===== src/rtl/spi_slave_regs.sv =====
// SPI mode-0 slave in front of a small register file: write frames commit data,
// read frames arm an address then shift the register out on the following frame.
module spi_slave_regs #(
    parameter int unsigned CMD_WIDTH  = 12,
    parameter int unsigned ADDR_WIDTH = 3,
    parameter int unsigned DATA_WIDTH = 8
) (
    input  logic                  clk,
    input  logic                  rst_n,
    input  logic                  sclk,
    input  logic                  cs,
    input  logic                  mosi,
    output logic                  miso,
    input  logic                  loc_we,
    input  logic [ADDR_WIDTH-1:0] loc_addr,
    input  logic [DATA_WIDTH-1:0] loc_wdata,
    output logic                  wr_vld,
    output logic [ADDR_WIDTH-1:0] wr_addr,
    output logic [DATA_WIDTH-1:0] wr_data,
    output logic                  rd_done,
    output logic                  frame_err,
    output logic                  busy
);
    localparam int unsigned NREG  = 2 ** ADDR_WIDTH;
    localparam int unsigned CNT_W = 5;
    localparam logic [CNT_W-1:0] CNT_MAX  = '1;
    localparam logic [CNT_W-1:0] CNT_WR   = CNT_W'(CMD_WIDTH);
    localparam logic [CNT_W-1:0] CNT_RD   = CNT_W'(1 + ADDR_WIDTH);
    localparam logic [CNT_W-1:0] CNT_DATA = CNT_W'(DATA_WIDTH);

    typedef enum logic [1:0] {
        S_IDLE    = 2'd0,
        S_CMD     = 2'd1,
        S_ARMED   = 2'd2,
        S_RD_DATA = 2'd3
    } state_t;

    state_t                 state;
    logic [CNT_W-1:0]       cnt;
    logic [CMD_WIDTH-1:0]   sh_in;
    logic [DATA_WIDTH-1:0]  sh_out;
    logic [ADDR_WIDTH-1:0]  rd_addr;
    logic [DATA_WIDTH-1:0]  regs [NREG];

    logic [1:0] sclk_sync;
    logic [1:0] cs_sync;
    logic [1:0] mosi_sync;
    logic       sclk_d;
    logic       cs_d;
    logic       cs_seen;

    // Synchronizers plus one history flop for edge detection. Everything resets
    // low so a cs already low at reset release never looks like a falling edge.
    always_ff @(posedge clk or negedge rst_n) begin
        if (!rst_n) begin
            sclk_sync <= '0;
            cs_sync   <= '0;
            mosi_sync <= '0;
            sclk_d    <= 1'b0;
            cs_d      <= 1'b0;
            cs_seen   <= 1'b0;
        end else begin
            sclk_sync <= {sclk_sync[0], sclk};
            cs_sync   <= {cs_sync[0], cs};
            mosi_sync <= {mosi_sync[0], mosi};
            sclk_d    <= sclk_sync[1];
            cs_d      <= cs_sync[1];
            if (cs_sync[1]) cs_seen <= 1'b1;
        end
    end

    logic                  cs_s_c;
    logic                  mosi_s_c;
    logic                  sclk_rise_c;
    logic                  sclk_fall_c;
    logic                  cs_rise_c;
    logic                  cs_fall_c;
    logic [ADDR_WIDTH-1:0] cmd_addr_c;
    logic [DATA_WIDTH-1:0] cmd_data_c;
    logic                  spi_commit_c;
    logic                  arm_c;
    logic [DATA_WIDTH-1:0] rd_val_c;

    assign cs_s_c       = cs_sync[1];
    assign mosi_s_c     = mosi_sync[1];
    assign sclk_rise_c  = sclk_sync[1] & ~sclk_d;
    assign sclk_fall_c  = ~sclk_sync[1] & sclk_d;
    assign cs_rise_c    = cs_s_c & ~cs_d;
    assign cs_fall_c    = ~cs_s_c & cs_d;
    assign cmd_addr_c   = sh_in[CMD_WIDTH-2:DATA_WIDTH];
    assign cmd_data_c   = sh_in[DATA_WIDTH-1:0];
    assign spi_commit_c = (state == S_CMD) && cs_rise_c && (cnt == CNT_WR) && sh_in[CMD_WIDTH-1];
    assign arm_c        = (state == S_CMD) && cs_rise_c && (cnt == CNT_RD) && !sh_in[ADDR_WIDTH];

    // Write-first view of the armed register for the read shifter load.
    always_comb begin
        rd_val_c = regs[rd_addr];
        if (loc_we && (loc_addr == rd_addr)) rd_val_c = loc_wdata;
        if (spi_commit_c && (cmd_addr_c == rd_addr)) rd_val_c = cmd_data_c;
    end

    // Register file; the SPI commit is assigned last so it wins an address clash.
    always_ff @(posedge clk or negedge rst_n) begin
        if (!rst_n) begin
            for (int i = 0; i < NREG; i++) regs[i] <= '0;
        end else begin
            if (loc_we) regs[loc_addr] <= loc_wdata;
            if (spi_commit_c) regs[cmd_addr_c] <= cmd_data_c;
        end
    end

    // Frame FSM with registered status pulses and miso.
    always_ff @(posedge clk or negedge rst_n) begin
        if (!rst_n) begin
            state     <= S_IDLE;
            cnt       <= '0;
            sh_in     <= '0;
            sh_out    <= '0;
            rd_addr   <= '0;
            miso      <= 1'b0;
            wr_vld    <= 1'b0;
            wr_addr   <= '0;
            wr_data   <= '0;
            rd_done   <= 1'b0;
            frame_err <= 1'b0;
            busy      <= 1'b0;
        end else begin
            wr_vld    <= 1'b0;
            rd_done   <= 1'b0;
            frame_err <= 1'b0;
            busy      <= (cs_seen && !cs_s_c) || (state == S_ARMED) || arm_c;
            case (state)
                S_IDLE: begin
                    miso <= 1'b0;
                    if (cs_fall_c) begin
                        cnt   <= '0;
                        sh_in <= '0;
                        state <= S_CMD;
                    end
                end
                S_CMD: begin
                    miso <= 1'b0;
                    if (cs_rise_c) begin
                        state <= S_IDLE;
                        if (spi_commit_c) begin
                            wr_vld  <= 1'b1;
                            wr_addr <= cmd_addr_c;
                            wr_data <= cmd_data_c;
                        end else if (arm_c) begin
                            rd_addr <= sh_in[ADDR_WIDTH-1:0];
                            state   <= S_ARMED;
                        end else begin
                            frame_err <= 1'b1;
                        end
                    end else if (sclk_rise_c) begin
                        sh_in <= {sh_in[CMD_WIDTH-2:0], mosi_s_c};
                        if (cnt != CNT_MAX) cnt <= cnt + CNT_W'(1);
                    end
                end
                S_ARMED: begin
                    miso <= 1'b0;
                    if (cs_fall_c) begin
                        cnt    <= '0;
                        sh_out <= rd_val_c;
                        miso   <= rd_val_c[DATA_WIDTH-1];
                        state  <= S_RD_DATA;
                    end
                end
                S_RD_DATA: begin
                    if (cs_rise_c) begin
                        miso  <= 1'b0;
                        state <= S_IDLE;
                        if (cnt >= CNT_DATA) rd_done <= 1'b1;
                        else frame_err <= 1'b1;
                    end else begin
                        // Zeros shift in behind the data, so miso idles low after the last bit.
                        if (sclk_fall_c) begin
                            sh_out <= {sh_out[DATA_WIDTH-2:0], 1'b0};
                            miso   <= sh_out[DATA_WIDTH-2];
                        end
                        if (sclk_rise_c && (cnt != CNT_MAX)) cnt <= cnt + CNT_W'(1);
                    end
                end
                default: begin
                    miso  <= 1'b0;
                    state <= S_IDLE;
                end
            endcase
        end
    end
endmodule


===== config.mk =====
export PLATFORM = sky130hd
export DESIGN_NAME = spi_slave_regs
export DESIGN_NICKNAME = d
export VERILOG_FILES = /design/src/rtl/spi_slave_regs.sv
export SDC_FILE = /design/constraint.sdc
export NUM_CORES = 1
export LEC_CHECK = 0
export ABC_AREA = 1
export CAP_MARGIN = 5
export CELL_PAD_IN_SITES_DETAIL_PLACEMENT = 1
export CELL_PAD_IN_SITES_GLOBAL_PLACEMENT = 1
export CORE_MARGIN = 10
export CORE_UTILIZATION = 44
export CTS_BUF_LIST = sky130_fd_sc_hd__clkbuf_16
export CTS_CLUSTER_SIZE = 30
export DETAILED_ROUTE_END_ITERATION = 10
export PLACE_DENSITY = 0.9
export SYNTH_ARGS = -nofsm -noshare
export SYNTH_HDL_FRONTEND = slang
export SYNTH_SLANG_ARGS = --single-unit

===== constraint.sdc =====
create_clock -name clk -period 2.2 [get_ports clk]
set_input_delay 0.44 -clock clk [delete_from_list [all_inputs] [get_ports clk]]
set_output_delay 0.44 -clock clk [all_outputs]
set_load 0.05 [all_outputs]

=== Word-level counts from Yosys, hierarchy flattened ===
Cells that the tools add are included.

* Memory bits (writable): 0
* Bits in latches: 0
* Bits in read-only memories: 0
* Word-level logic and storage cells: 142
* Memories kept: 0
* Input bits: 17
* Flip-flop bits (word level): 118

* Magnitude comparators: 6
* Bitwise gates (word level): 12
* Muxes and demuxes: 51
* $mul: 0
* Shifts and indexed selects: 0
* Reduce and logical (&&, ||, !) cells: 26
* Equal/unequal tests: 20
* Div/mod/pow operators: 0
* Add/sub/neg operators: 1

{| class="wikitable"
|+ Operator list
! operator !! number
|-
| bitwise mux 64 bit || 2
|-
| two-way mux 64 bit || 2
|-
| demux 8 bit (select 3 bit) || 2
|-
| two-way mux 8 bit || 6
|-
| two-way mux 12 bit || 3
|-
| two-way mux 5 bit || 6
|-
| binary-select mux 8 bit (select 3 bit) || 1
|-
| one-hot mux 12 bit (2 select lines) || 1
|-
| two-way mux 7 bit || 3
|-
| != test 2 bit (second input constant) || 9
|-
| AND reduction 4 bit || 4
|-
| one-hot mux 5 bit (3 select lines) || 1
|-
| two-way mux 1 bit || 14
|-
| one-hot mux 7 bit (2 select lines) || 1
|-
| >= comparator 4 bit (second input constant) || 3
|-
| two-way mux 2 bit || 6
|-
| inverter 3 -> 4 bit || 3
|-
| logical AND 1 bit || 11
|-
| < comparator 4 x 1 -> 1 bit (second input constant) || 2
|-
| one-hot mux 2 bit (4 select lines) || 1
|-
| equality test 3 bit || 2
|-
| AND reduction 6 bit || 1
|-
| adder 5 x 1 -> 5 bit (second input constant) || 1
|-
| equality test 5 x 3 -> 1 bit (second input constant) || 1
|-
| other kinds (17) || 30
|}

=== Logic depth before layout (Yosys ltp) ===
* Word-level depth: 9
* Gate-level depth with buffers: 14

=== Worst setup path after synthesis ===
Ideal clock, no wire load.

* Kind: flip-flop to flip-flop
* From: reg cnt[0]
* To: reg regs[30] (netlist bit)
* Library setup time: 0.127 ns
* Required time: 2.073 ns
* Stages on the path, launching flop included: 13
* Slack: 0.594 ns
* Arrival: 1.479 ns
* Cells stage by stage: dfrtp_1 inv_1 ha_1 nand2_1 nor2_1 nand2_2 inv_2 nand2_4 nor2_4 nand2_2 buf_2 nand2_1 o21ai_1

* Cells in the longest elaborated chain, start to end: 4

{| class="wikitable"
|+ RTL lines
! what !! line !! RTL
|-
| start, declared || 39 || <nowiki>logic [CNT_W-1:0] cnt;</nowiki>
|-
| start signal, assigned || 157 || <nowiki>if (cnt != CNT_MAX) cnt <= cnt + CNT_W'(1);</nowiki>
|-
| start signal, assigned || 181 || <nowiki>if (sclk_rise_c && (cnt != CNT_MAX)) cnt <= cnt + CNT_W'(1);</nowiki>
|-
| equality test 5 x 4 -> 1 bit || 92 || <nowiki>assign spi_commit_c = (state == S_CMD) && cs_rise_c && (cnt == CNT_WR) && sh_in[CMD_WIDTH-1];</nowiki>
|-
| logical AND 1 bit (2 in a row) || 92 ||
|-
| two-way mux 64 bit || 108 || <nowiki>if (spi_commit_c) regs[cmd_addr_c] <= cmd_data_c;</nowiki>
|-
| end signal, assigned by index || 107 || <nowiki>if (loc_we) regs[loc_addr] <= loc_wdata;</nowiki>
|-
| end signal, assigned by index || 108 ||
|-
| end, declared || 43 || <nowiki>logic [DATA_WIDTH-1:0] regs [NREG];</nowiki>
|}

No other way between the ends.
A chain may end at the register's enable or synchronous reset.

=== Final worst setup path ===
* From: reg cnt[0]
* To: reg regs[24] (netlist bit)

Same word-level chain as after synthesis.

==> impl_metrics.ini <==
[synthesis]
syn_inst = 808
syn_area_per_cell_um2 = 7.48
synth_edf_count = 0
synth_fp_nets = 828
syn_area_mm2 = 0.00604
synth_top_area_frac = 0.489
synth.distinct_cells = 28
yosys_warnings = 0
seq_area_frac_synth = 0.489
synth_top_area_cell = dfrtp_1
synth_area_leaders = dfrtp_1 49%, nand2_1 17%, o21ai_0 8.2%, nand3_1 5.0%, o21ai_1 3.6%
ys_ff_latch = 118
yosys_most_used_dff = dfrtp_1
async_reset_ff_frac = 1.00

[timing]
min_period_ns = 2.12
report.final.slew_viol_count = 0
fin_skew_ns = 0.00480
period_share = 0.966
hold_viol_final = 0
finalSetupViolCount = 0
timing.hold.ws_ns = 0.350
fmax_mhz = 471
relSlewSlack = 0.623
rsz0062_at_grt = true
worst_pin_slew_ns = 0.566

[floorplan]
start_util = 0.453
die_height_um = 137
die_area_mm2 = 0.0188
core_mm2 = 0.0133
row_count = 42
fp.dieW_um = 137
ioPinCount = 33

[setup_path]
critPathRequiredTime_ns = 2.49
arrival_ns = 2.41
r2r_cells = 11
crit_fanout = 24
critPathLaunchType = flip-flop
r2r_slack_ns = 0.08
endpoint_kind = flip-flop
crit_type = reg -> reg
r2r-start = cnt[0]
r2r-end = regs[24]

[global_routing]
grt-ovfl-total = 0
grt_max_degree = 48
antenna_found_initial = 1
grt_pass1_vias = 6748
grt_pass1_wl_mm = 36.6
track_usage = 0.254

[worst_hold_path]
holdCritPathClass = reg -> reg
holdCritStartpoint = cs_sync[0]
hold-path-cell-count = 0
hold_path_end = cs_sync[1]

[power_and_ir_drop]
peakVddDrop_mv = 0.723
p_leak_uw = 0.00353
powerDensity_mw_per_mm2 = 933

[clocking]
clock_sinks = 118
clk_pin_slew_ns = 0.06
ctsHtreeMaxLevel = 4
numCtsBuffers = 17
cts_tree = built
clockBufferDepth = 2
cts-root-buf = clkbuf_16
worstSkewPairLatency_ns = 0.44

[detailed_routing]
dr.pass1.iters = 7
vias_per_cell = 5.97
routed_wl_mm = 22.9
wl_per_cell_um = 22.2
ant_nets = 0
initialDrtViolationCount = 758
drc = 0
vias = 6162

[finish]
areaGrowthSynthToFinish_pct = 19.5
layout.cells.non_filler = 1032
final_nets = 864
n_antenna_cell = 0
drive_gt1_frac = 0.0923

[placement]
gp_congestion = 0.902
numPortBuffers = 32
hpwlAfterDp_mm = 14.5
dp_cells = 1000

[flow_run]
drv_cap = 0

[outcome]
status = completed
registers in the layout, summed over array words and instances (netlist names), 2 cells and up, named ones only:
register and flops:
mosi_sync 2, sclk_sync 2, wr_addr 3, cnt 5
regs 64, sh_in 12, rd_addr 3, sh_out 7
wr_data 8, cs_sync 2
layout by cell type (no fill, tap or decap), types with 5 or more instances in the layout:
| cell | count |
|---|---|
| nand2_1 | 277 |
| dfrtp_1 | 117 |
| o21ai_0 | 99 |
| nand3_1 | 60 |
| inv_1 | 55 |
| nor2_1 | 52 |
| o21ai_1 | 43 |
| clkdlybuf4s50_1 | 31 |
| buf_4 | 22 |
| clkbuf_16 | 17 |
| a21oi_1 | 11 |
| o22ai_1 | 10 |
| clkinv_2 | 7 |
| nand2_2 | 6 |
| inv_2 | 6 |
| nor2_4 | 5 |
| mux2i_1 | 5 |
area by class of cell:
class	instances	area, um2
Tap cell	176	220
Multi-Input combinational cell	590	2700
Fill cell	1678	6130
Clock buffer	17	425
Timing Repair Buffer	57	546
Inverter	60	229
Clock inverter	14	144
Sequential cell	118	2950
worst max-delay path, cell delays in order, from the launching register on:
cell and delay, ns:
dfrtp_1 0.39, inv_1 0.11, ha_1 0.16, nand2_1 0.06, nor2_1 0.13, nand2_2 0.10
inv_2 0.10, nand2_4 0.18, nor2_4 0.22, nand2_2 0.27, nand2_1 0.15, o21ai_1 0.09
worst max-delay path by stage:
stage                            from        end  slack (ns)  cells past startpoint
after global placement    loc_addr[0]  sh_out[3]        0.05                     12
after detailed placement  loc_addr[0]  sh_out[6]       -0.14                     12
after CTS                  rd_addr[0]  sh_out[6]        0.06                     11
after global routing           cnt[0]   regs[24]       -0.09                     11
final                          cnt[0]   regs[24]        0.08                     11
after floorplan                cnt[0]   regs[30]        0.59                     12
where the power goes:
group	switching, uW	leakage, uW	internal, uW	total, uW
registers	224	0.00146	2510	2730
clock network	1040	0.000292	1740	2780
logic	796	0.00178	431	1230
total	2060	0.00353	4680	6740
Yosys cell counts, types with 5 or more instances:
cell	n
a21oi_1	11
buf_2	20
clkbuf_1	18
dfrtp_1	118
inv_1	54
inv_2	6
mux2i_1	5
nand2_1	278
nand2_2	7
nand3_1	60
nor2_1	52
nor2_4	5
o21ai_0	99
o21ai_1	43
o22ai_1	11
layer usage:
metal / up-vias / share of wire / global-route usage
met4: 0 / 0.047 / 0.159
li1: 2696 / - / -
met2: 315 / 0.49 / 0.419
met3: 101 / 0.072 / 0.0670
met1: 3050 / 0.39 / 0.289
met5: - / 0 / 0
logic make-up (layout without fill, tap and decap cells):
group | Yosys count | count (layout) | synth area share
adders and majority gates | 3 | 3 | 0.00621
xor gates and xnor gates | 3 | 3 | 0.00435
buffers and inverters | 100 | 148 | 0.0669
DFF | 118 | 118 | 0.489
and+or+nand+nor | 411 | 411 | 0.282
AOI/OAI and AO/OA | 168 | 168 | 0.143
muxes | 5 | 5 | 0.00829
through the flow:
step                      area (um2)  worst slack (ns)  total power (uW)   util  TNS [ns]
after floorplan                 6040             0.594              3460      -         0
after CTS                       7200            0.0582              6720  0.539         0
final                           7220            0.0751              6740  0.541         0
after global placement          6620            0.0475              3780  0.496         0
after global routing            7220           -0.0874              7020  0.541     -1.30
after detailed placement        6620            -0.137              3900  0.496    -0.512
timing repair:
action                     in CTS  in global routing
setup endpoints to repair       0                 43
resized for setup               0                  6
hold endpoints to repair        1                  0
hold buffers                    1                  0
buffers inserted                0                  0
No activity file was read; power rests on OpenSTA's default activity.
